===== config.mk =====
export PLATFORM = sky130hd
export DESIGN_NAME = myproject_mul_pipe
export DESIGN_NICKNAME = d
export VERILOG_FILES = /design/src/rtl/myproject_mul_pkg.sv /design/src/rtl/myproject_mul_pipe_lane.sv /design/src/rtl/myproject_mul_pipe.sv
export SDC_FILE = /design/constraint.sdc
export NUM_CORES = 2
export LEC_CHECK = 0
export BUFFER_PORTS_ARGS = -buffer_cell sky130_fd_sc_hd__buf_2
export CAP_MARGIN = 20
export CORE_ASPECT_RATIO = 1.1
export CORE_UTILIZATION = 25
export CTS_BUF_LIST = sky130_fd_sc_hd__clkbuf_4 sky130_fd_sc_hd__clkbuf_8 sky130_fd_sc_hd__clkbuf_16
export CTS_CLUSTER_SIZE = 12
export DETAILED_ROUTE_END_ITERATION = 8
export GPL_TIMING_DRIVEN = 0
export MAX_ROUTING_LAYER = met4
export PLACE_DENSITY = 0.39
export SYNTH_ARGS = -nofsm -noshare
export SYNTH_HDL_FRONTEND = slang
export SYNTH_SLANG_ARGS = --single-unit
export TNS_END_PERCENT = 30

===== constraint.sdc =====
create_clock -name ap_clk -period 9.8 [get_ports ap_clk]
set_input_delay 1.96 -clock ap_clk [delete_from_list [all_inputs] [get_ports ap_clk]]
set_output_delay 1.96 -clock ap_clk [all_outputs]
set_load 0.05 [all_outputs]

===== src/rtl/myproject_mul_pkg.sv =====
// Shared constants and helpers for the pipelined multi-lane multiplier.
package myproject_mul_pkg;

    localparam int MUL_MAX_STAGE = 8;

    function automatic int MUL_PROD_W(input int w0, input int w1);
        return w0 + w1;
    endfunction

    // Signed bounds of a w-bit two's-complement result.
    function automatic longint mul_sat_max(input int w);
        return (longint'(1) <<< (w - 1)) - 1;
    endfunction

    function automatic longint mul_sat_min(input int w);
        return -(longint'(1) <<< (w - 1));
    endfunction

endpackage


===== src/rtl/myproject_mul_pipe_lane.sv =====
// One multiplier lane: unsigned x signed multiply, NUM_STAGE data registers,
// wrap or (with MYPROJECT_MUL_SAT_EN) saturating narrowing into the final stage.
module myproject_mul_pipe_lane
    import myproject_mul_pkg::*;
#(
    parameter int NUM_STAGE  = 2,
    parameter int din0_WIDTH = 17,
    parameter int din1_WIDTH = 18,
    parameter int dout_WIDTH = 26
) (
    input  logic                  clk_i,
    input  logic                  rst_i,
    input  logic                  en_i,
    input  logic [din0_WIDTH-1:0] a_i,
    input  logic [din1_WIDTH-1:0] b_i,
`ifdef MYPROJECT_MUL_SAT_EN
    output logic                  sat_o,
`endif
    output logic [dout_WIDTH-1:0] y_o
);
    localparam int PW = MUL_PROD_W(din0_WIDTH, din1_WIDTH);

    logic signed [PW-1:0] a_ext;
    logic signed [PW-1:0] b_ext;
    logic signed [PW-1:0] prod;
    logic signed [PW-1:0] nar_src;

    // PW bits hold the full product exactly, so no precision is lost here.
    assign a_ext = PW'($signed({1'b0, a_i}));
    assign b_ext = PW'($signed(b_i));
    assign prod  = a_ext * b_ext;

    if (NUM_STAGE == 1) begin : g_one
        assign nar_src = prod;
    end else begin : g_multi
        logic signed [PW-1:0] p_q [NUM_STAGE-1];

        always_ff @(posedge clk_i) begin
            if (rst_i) begin
                for (int i = 0; i < NUM_STAGE - 1; i++) p_q[i] <= '0;
            end else if (en_i) begin
                p_q[0] <= prod;
                for (int i = 1; i < NUM_STAGE - 1; i++) p_q[i] <= p_q[i-1];
            end
        end

        assign nar_src = p_q[NUM_STAGE-2];
    end

    logic [dout_WIDTH-1:0] y_d;
    logic [dout_WIDTH-1:0] y_q;

`ifdef MYPROJECT_MUL_SAT_EN
    logic   sat_d;
    logic   sat_q;
    longint p64;

    always_comb begin
        p64   = longint'(nar_src);
        y_d   = dout_WIDTH'(nar_src);
        sat_d = 1'b0;
        if (p64 > mul_sat_max(dout_WIDTH)) begin
            y_d   = dout_WIDTH'(mul_sat_max(dout_WIDTH));
            sat_d = 1'b1;
        end else if (p64 < mul_sat_min(dout_WIDTH)) begin
            y_d   = dout_WIDTH'(mul_sat_min(dout_WIDTH));
            sat_d = 1'b1;
        end
    end

    always_ff @(posedge clk_i) begin
        if (rst_i)     sat_q <= 1'b0;
        else if (en_i) sat_q <= sat_d;
    end

    assign sat_o = sat_q;
`else
    assign y_d = dout_WIDTH'(nar_src);
`endif

    always_ff @(posedge clk_i) begin
        if (rst_i)     y_q <= '0;
        else if (en_i) y_q <= y_d;
    end

    assign y_o = y_q;

endmodule


===== src/rtl/myproject_mul_pipe.sv =====
// Pipelined multi-lane multiplier with valid/ready flow control.
// Optional saturation and dout_sat port with MYPROJECT_MUL_SAT_EN.
module myproject_mul_pipe
    import myproject_mul_pkg::*;
#(
    parameter int ID         = 1,
    parameter int NUM_STAGE  = 2,
    parameter int LANES      = 4,
    parameter int din0_WIDTH = 17,
    parameter int din1_WIDTH = 18,
    parameter int dout_WIDTH = 26
) (
    input  logic                        ap_clk,
    input  logic                        ap_rst,
    input  logic                        in_valid,
    output logic                        in_ready,
    input  logic [LANES*din0_WIDTH-1:0] din0,
    input  logic [LANES*din1_WIDTH-1:0] din1,
    output logic                        out_valid,
    input  logic                        out_ready,
`ifdef MYPROJECT_MUL_SAT_EN
    output logic [LANES-1:0]            dout_sat,
`endif
    output logic [LANES*dout_WIDTH-1:0] dout
);
    if (NUM_STAGE < 1 || NUM_STAGE > MUL_MAX_STAGE ||
        dout_WIDTH > MUL_PROD_W(din0_WIDTH, din1_WIDTH)) begin : g_bad_cfg
        $error("myproject_mul_pipe: illegal NUM_STAGE or dout_WIDTH");
    end

    logic                 adv;
    logic [NUM_STAGE-1:0] v_q;
    logic [NUM_STAGE-1:0] v_d;

    // One global enable: the whole pipe either shifts or freezes.
    assign adv       = !v_q[NUM_STAGE-1] || out_ready;
    assign in_ready  = adv;
    assign out_valid = v_q[NUM_STAGE-1];

    always_comb begin
        v_d = v_q;
        if (adv) begin
            v_d[0] = in_valid;
            for (int i = 1; i < NUM_STAGE; i++) v_d[i] = v_q[i-1];
        end
    end

    always_ff @(posedge ap_clk) begin
        if (ap_rst) v_q <= '0;
        else        v_q <= v_d;
    end

    for (genvar g = 0; g < LANES; g++) begin : g_lane
        myproject_mul_pipe_lane #(
            .NUM_STAGE (NUM_STAGE),
            .din0_WIDTH(din0_WIDTH),
            .din1_WIDTH(din1_WIDTH),
            .dout_WIDTH(dout_WIDTH)
        ) u_lane (
            .clk_i(ap_clk),
            .rst_i(ap_rst),
            .en_i (adv),
            .a_i  (din0[g*din0_WIDTH +: din0_WIDTH]),
            .b_i  (din1[g*din1_WIDTH +: din1_WIDTH]),
`ifdef MYPROJECT_MUL_SAT_EN
            .sat_o(dout_sat[g]),
`endif
            .y_o  (dout[g*dout_WIDTH +: dout_WIDTH])
        );
    end

endmodule

==> Yosys cells after proc, flatten, opt, wreduce, memory -nomap -nowiden <==
Memory sizes are Yosys's and may differ from the RTL's. A register that Yosys moved wholly into a read port is not among the register bits.
Index checks and enable logic that the tools add are counted.
{ "totals": {"word_cells": 28, "latch_bits": 0, "in_bits": 144, "romBits": 0, "ramBits": 140, "output_inout_bits": 106, "mem_count": 4, "regBits": 2} }
{ "memory_table": {"columns": ["memory", "words", "word_bits", "read_ports", "rd_clocked_by_memory_dff", "write_ports", "line_no", "source"], "rows": [
  ["g_lane[0].u_lane.g_multi.p_q", 1, 35, 1, 1, 1, "myproject_mul_pipe_lane.sv:36", "logic signed [PW-1:0] p_q [NUM_STAGE-1];"],
  ["g_lane[1].u_lane.g_multi.p_q", 1, 35, 1, 1, 1, "myproject_mul_pipe_lane.sv:36", null],
  ["g_lane[2].u_lane.g_multi.p_q", 1, 35, 1, 1, 1, "myproject_mul_pipe_lane.sv:36", null],
  ["g_lane[3].u_lane.g_multi.p_q", 1, 35, 1, 1, 1, "myproject_mul_pipe_lane.sv:36", null]
]} }
{ "op_classes": {"n_mul": 4, "add_sub_neg": 0, "n_mux": 13, "n_div": 0, "n_reduce_logical": 6, "bitwise": 0, "magnitude_cmp": 0, "n_shift": 0, "n_eq_ne": 0} }
{ "ops": {"columns": ["op", "count"], "rows": [
  ["multiplier 18 x 18 -> 35 bit", 4],
  ["two-way mux 35 bit", 4],
  ["OR reduction 35 bit", 4],
  ["two-way mux 1 bit", 9],
  ["logical NOT 1 bit", 1],
  ["logical OR 1 bit", 1]
]} }

==> Longest topological paths before layout <==
{ "depth": {"ltp_word": 7, "mapped_depth": 23} }

==> Cells and area by module <==
From an unflattened synthesis, not the netlist that was laid out.
{ "unflattened": {"hier_cells": 4486, "hier_area_um2": 41921.5} }
{ "modules_own_cells": {"columns": ["mod", "cells_each", "instances", "area_per_inst_um2", "seq_area_each_um2"], "rows": [
  ["myproject_mul_pipe_lane at g_lane[1].u_lane ...", 1120, 2, 10473.8, 1301.2],
  ["myproject_mul_pipe_lane at g_lane[3].u_lane", 1121, 1, 10470.0, 1301.2],
  ["myproject_mul_pipe_lane at g_lane[0].u_lane", 1117, 1, 10423.7, 1301.2],
  ["myproject_mul_pipe", 8, 1, 80.1, 40.0]
]} }

==> Worst setup path before layout <==
Ideal clock, no wire load.
{ "synth_timing": {"kind": "input-to-reg", "from": "input din0[57]", "to": "memory g_lane[3].u_lane.g_multi.p_q[0][25] (netlist bit) (data pin)", "arrival_ns": 7.512, "n_path_buf": 2, "setup_time_ns": 0.147, "required_ns": 9.653, "setup_slack_ns": 2.141, "cell_stages": 23, "cell_sequence": "clkbuf_1 -> clkbuf_1 -> nand2_1 -> fa_1 -> inv_1 -> fa_1 -> inv_1 -> fa_1 -> inv_1 -> fa_1 -> fa_1 -> inv_1 -> fa_1 -> inv_1 -> ha_1 -> and2_4 -> a221oi_2 -> o21ai_1 -> a311o_1 -> o211ai_2 -> a21oi_1 -> or3_1 -> a21oi_1"} }
{ "synth_via": {"elab_chain_len": 2} }
{ "synth_lines": {"columns": ["item", "line_no", "source"], "rows": [
  ["start, declared", "myproject_mul_pipe.sv:17", "input logic [LANES*din0_WIDTH-1:0] din0,"],
  ["multiplier 18 x 18 -> 35 bit", "myproject_mul_pipe_lane.sv:31", "assign prod = a_ext * b_ext;"],
  ["two-way mux 35 bit (no line)", null, null],
  ["end, declared", "myproject_mul_pipe_lane.sv:36", null]
]} }
No other way between the ends.

==> Final worst setup path <==
Same ends and word-level chain as after synthesis.

==> results.cfg <==
[clock_tree]
clkSinkCount = 210
cts_inserted_buffers = 25
holdBufCountCts = 0
path_clk_slew_ns = 0.06
clk_latency_ns = 0.55
cts_tree = done
cts-resized-gates = 0
root_buffer = clkbuf_16
clockBufferDepth = 3
cts_setup_buffers = 0
htree_levels = 1

[synth]
ys_warn_count = 0
async_flop_share_pct = 0
ys_types = 56
yosys_most_used_dff = dfxtp_1
syn_area_sq_um = 41100
syn_inst = 4515
avgSynthCellArea_sq_um = 9.11
synth-edff-count = 104
synth_nets = 5831
yosysSeqAreaShare_pct = 12.8
ys_seq_elements = 210

[timing]
hold_viol = 0
period_share_pct = 83.1
skew_ns = 0.00953
final-setup-viol-count = 0
period_needed_ns = 8.15
hold_ws_ns = 0.449
setup_tns_ns = 0
worst_slack_ns = 1.65
worst_slew_pin_slew_ns = 1.03
slew_headroom_pct = 31.1
timing.fmax_mhz = 123
finalMaxSlewViolations = 0
rsz0062_at_grt = no

[detailed_routing]
drc_errors = 0
dr.pass1.iters = 5
ant_nets = 0
wl_per_cell_um = 19.5
dr_total_vias = 29800
dr.first_iter.drc_count = 1216
avgViaCountPerCell = 4.30
wirelength_mm = 135

[placed_design]
pre_cts_ws_ns = 1.08
port_buffers = 239
place_hpwl_mm = 114
place_inst = 6877
place.gp.congestion = 0.856

[setup_path]
max_stage_delay_ns = 0.63
arrival_ns = 8.52
path_buf_inv = 7
rrSetupSlack_ns = 5.89
cp_common_cell = fa_1
setup.worst_path.class = in2reg
path_delay_family = adder cells
cpMaxStageDelayCell = clkbuf_1
crit_path_end_kind = flop
cp.required_ns = 10.17
startpoint_type = input port
crit_chain = clkbuf_1 > clkbuf_1 > nand2_1 > fa_1 > inv_1 > fa_1 > inv_1 > fa_1 > inv_1 > fa_1 > fa_1 > inv_1 > fa_1 > inv_1 > ha_1 > and2_4 > a221oi_2 > o21ai_1 > a311o_1 > o211ai_2 > a21oi_1 > or3_1 > a21oi_1
path_max_fanout = 10

[die]
start_util_pct = 25.3
die_h_um = 427
rows = 155
die_area_sq_um = 166000
fp.coreArea_sq_um = 163000
die_w_um = 389
boundaryPins = 250

[grt]
grt.overflow.total = 0
grt_pass1_vias = 32800
grt_use_total_pct = 17.2
grt_max_degree = 41
grt_pass1_wl_mm = 208
grt_antenna_before_repair = 8

[worst_hold_path]
hold_class = reg2reg

[cells_and_area]
final_cell_mix = inv_1, fa_1, and2_1
drive_gt1_share_pct = 6.43
final_cell_count_no_fill = 6928
area_growth_pct = 11.6
nNetsFinal = 6102
mostFrequentLayoutCell = inv_1

[outcome]
status = finished, final reports clean

[run]
maxCapViolations = 0
metrics by stage:
stage          cell area [sq um]  utilization (%)
6_report                   45900             28.2
5_1_grt                    45900             28.2
4_1_cts                    45900             28.2
3_5_place_dp               45100             27.7
3_3_place_gp               45000             27.6
2_1_floorplan              41100                -
worst reg2reg max path, delay by kind of cell, from the launching register on:
kind                   cells  cell delay, ns
and+or+nand+nor            3            0.40
DFF                        1            0.31
buffers and inverters      6            2.91
path summary, 6_finish.rpt:
path	start	endpoint	cells after the start
worst max-delay path	din0[57]	g_lane[3].u_lane.g_multi.p_q[0][25]	23
worst min-delay path	g_lane[1].u_lane.y_o[24]	g_lane[1].u_lane.y_o[24]	2
worst max register to register	v_q[1]	g_lane[1].u_lane.g_multi.p_q[0][6]	9
worst min register to register	g_lane[1].u_lane.y_o[24]	g_lane[1].u_lane.y_o[24]	2
routing by layer:
layer | vias to the layer above | track usage, % | routed length, um
met3 | 116 | 1.89 | 5730
met2 | 565 | 28.8 | 65100
li1 | 13800 | - | -
met5 | - | - | 0
met1 | 15200 | 22.5 | 61700
met4 | 0 | 3.05 | 2670
cell type report:
type	count	area (sq um)
Buffer	184	691
Inverter	1015	3810
Antenna cell	4	10.0
Tap cell	2119	2650
Fill cell	17700	117000
Timing Repair Buffer	244	1280
Sequential cell	210	5250
Clock buffer	36	727
Clock inverter	10	104
Multi-Input combinational cell	3106	31400
state kept, by name, indices dropped and copies added, names as in the netlist:
register                   cells
g_lane.u_lane.g_multi.p_q    104
v_q                            2
g_lane.u_lane.y_o            104
cell usage after synthesis (3+ instances only):
master / instances / area (sq um)
and2_1: 660 / 4130
nand2b_1: 29 / 181
clkbuf_1: 173 / 649
o21a_1: 14 / 105
and3_1: 10 / 62.6
nor3b_1: 4 / 30.0
xnor2_1: 86 / 753
a21o_1: 25 / 188
a41oi_1: 3 / 26.3
fa_1: 828 / 16600
or2_2: 4 / 25.0
a31o_2: 3 / 26.3
nand3_1: 7 / 35.0
a211oi_1: 9 / 67.6
dfxtp_1: 106 / 2120
o31a_1: 4 / 35.0
ha_1: 344 / 4300
a21oi_1: 152 / 761
nor3_1: 19 / 95.1
o21bai_1: 6 / 45.0
nor2_1: 104 / 390
a21boi_0: 4 / 30.0
xor2_1: 43 / 377
buf_1: 11 / 41.3
nand4_1: 3 / 18.8
inv_1: 1013 / 3800
nor2b_1: 19 / 119
or3_1: 6 / 37.5
a31oi_1: 5 / 31.3
o21ai_0: 43 / 215
nand2_1: 641 / 2410
o31ai_1: 4 / 30.0
o211ai_1: 3 / 22.5
edfxtp_1: 104 / 3120
logic make-up (layout without fill, tap and decap cells):
family	Yosys count	in the layout	share of synthesized area (%)
fa+ha+maj	1172	1172	50.8
buf+inv	1199	1489	10.9
xor+xnor	129	129	2.75
compound gates	292	292	4.36
other cells	0	4	0
simple gates	1513	1513	18.4
flops	210	210	12.8
Power is not shown: default switching activity piles up to over one toggle a cycle in this logic, so the estimate is an artifact.
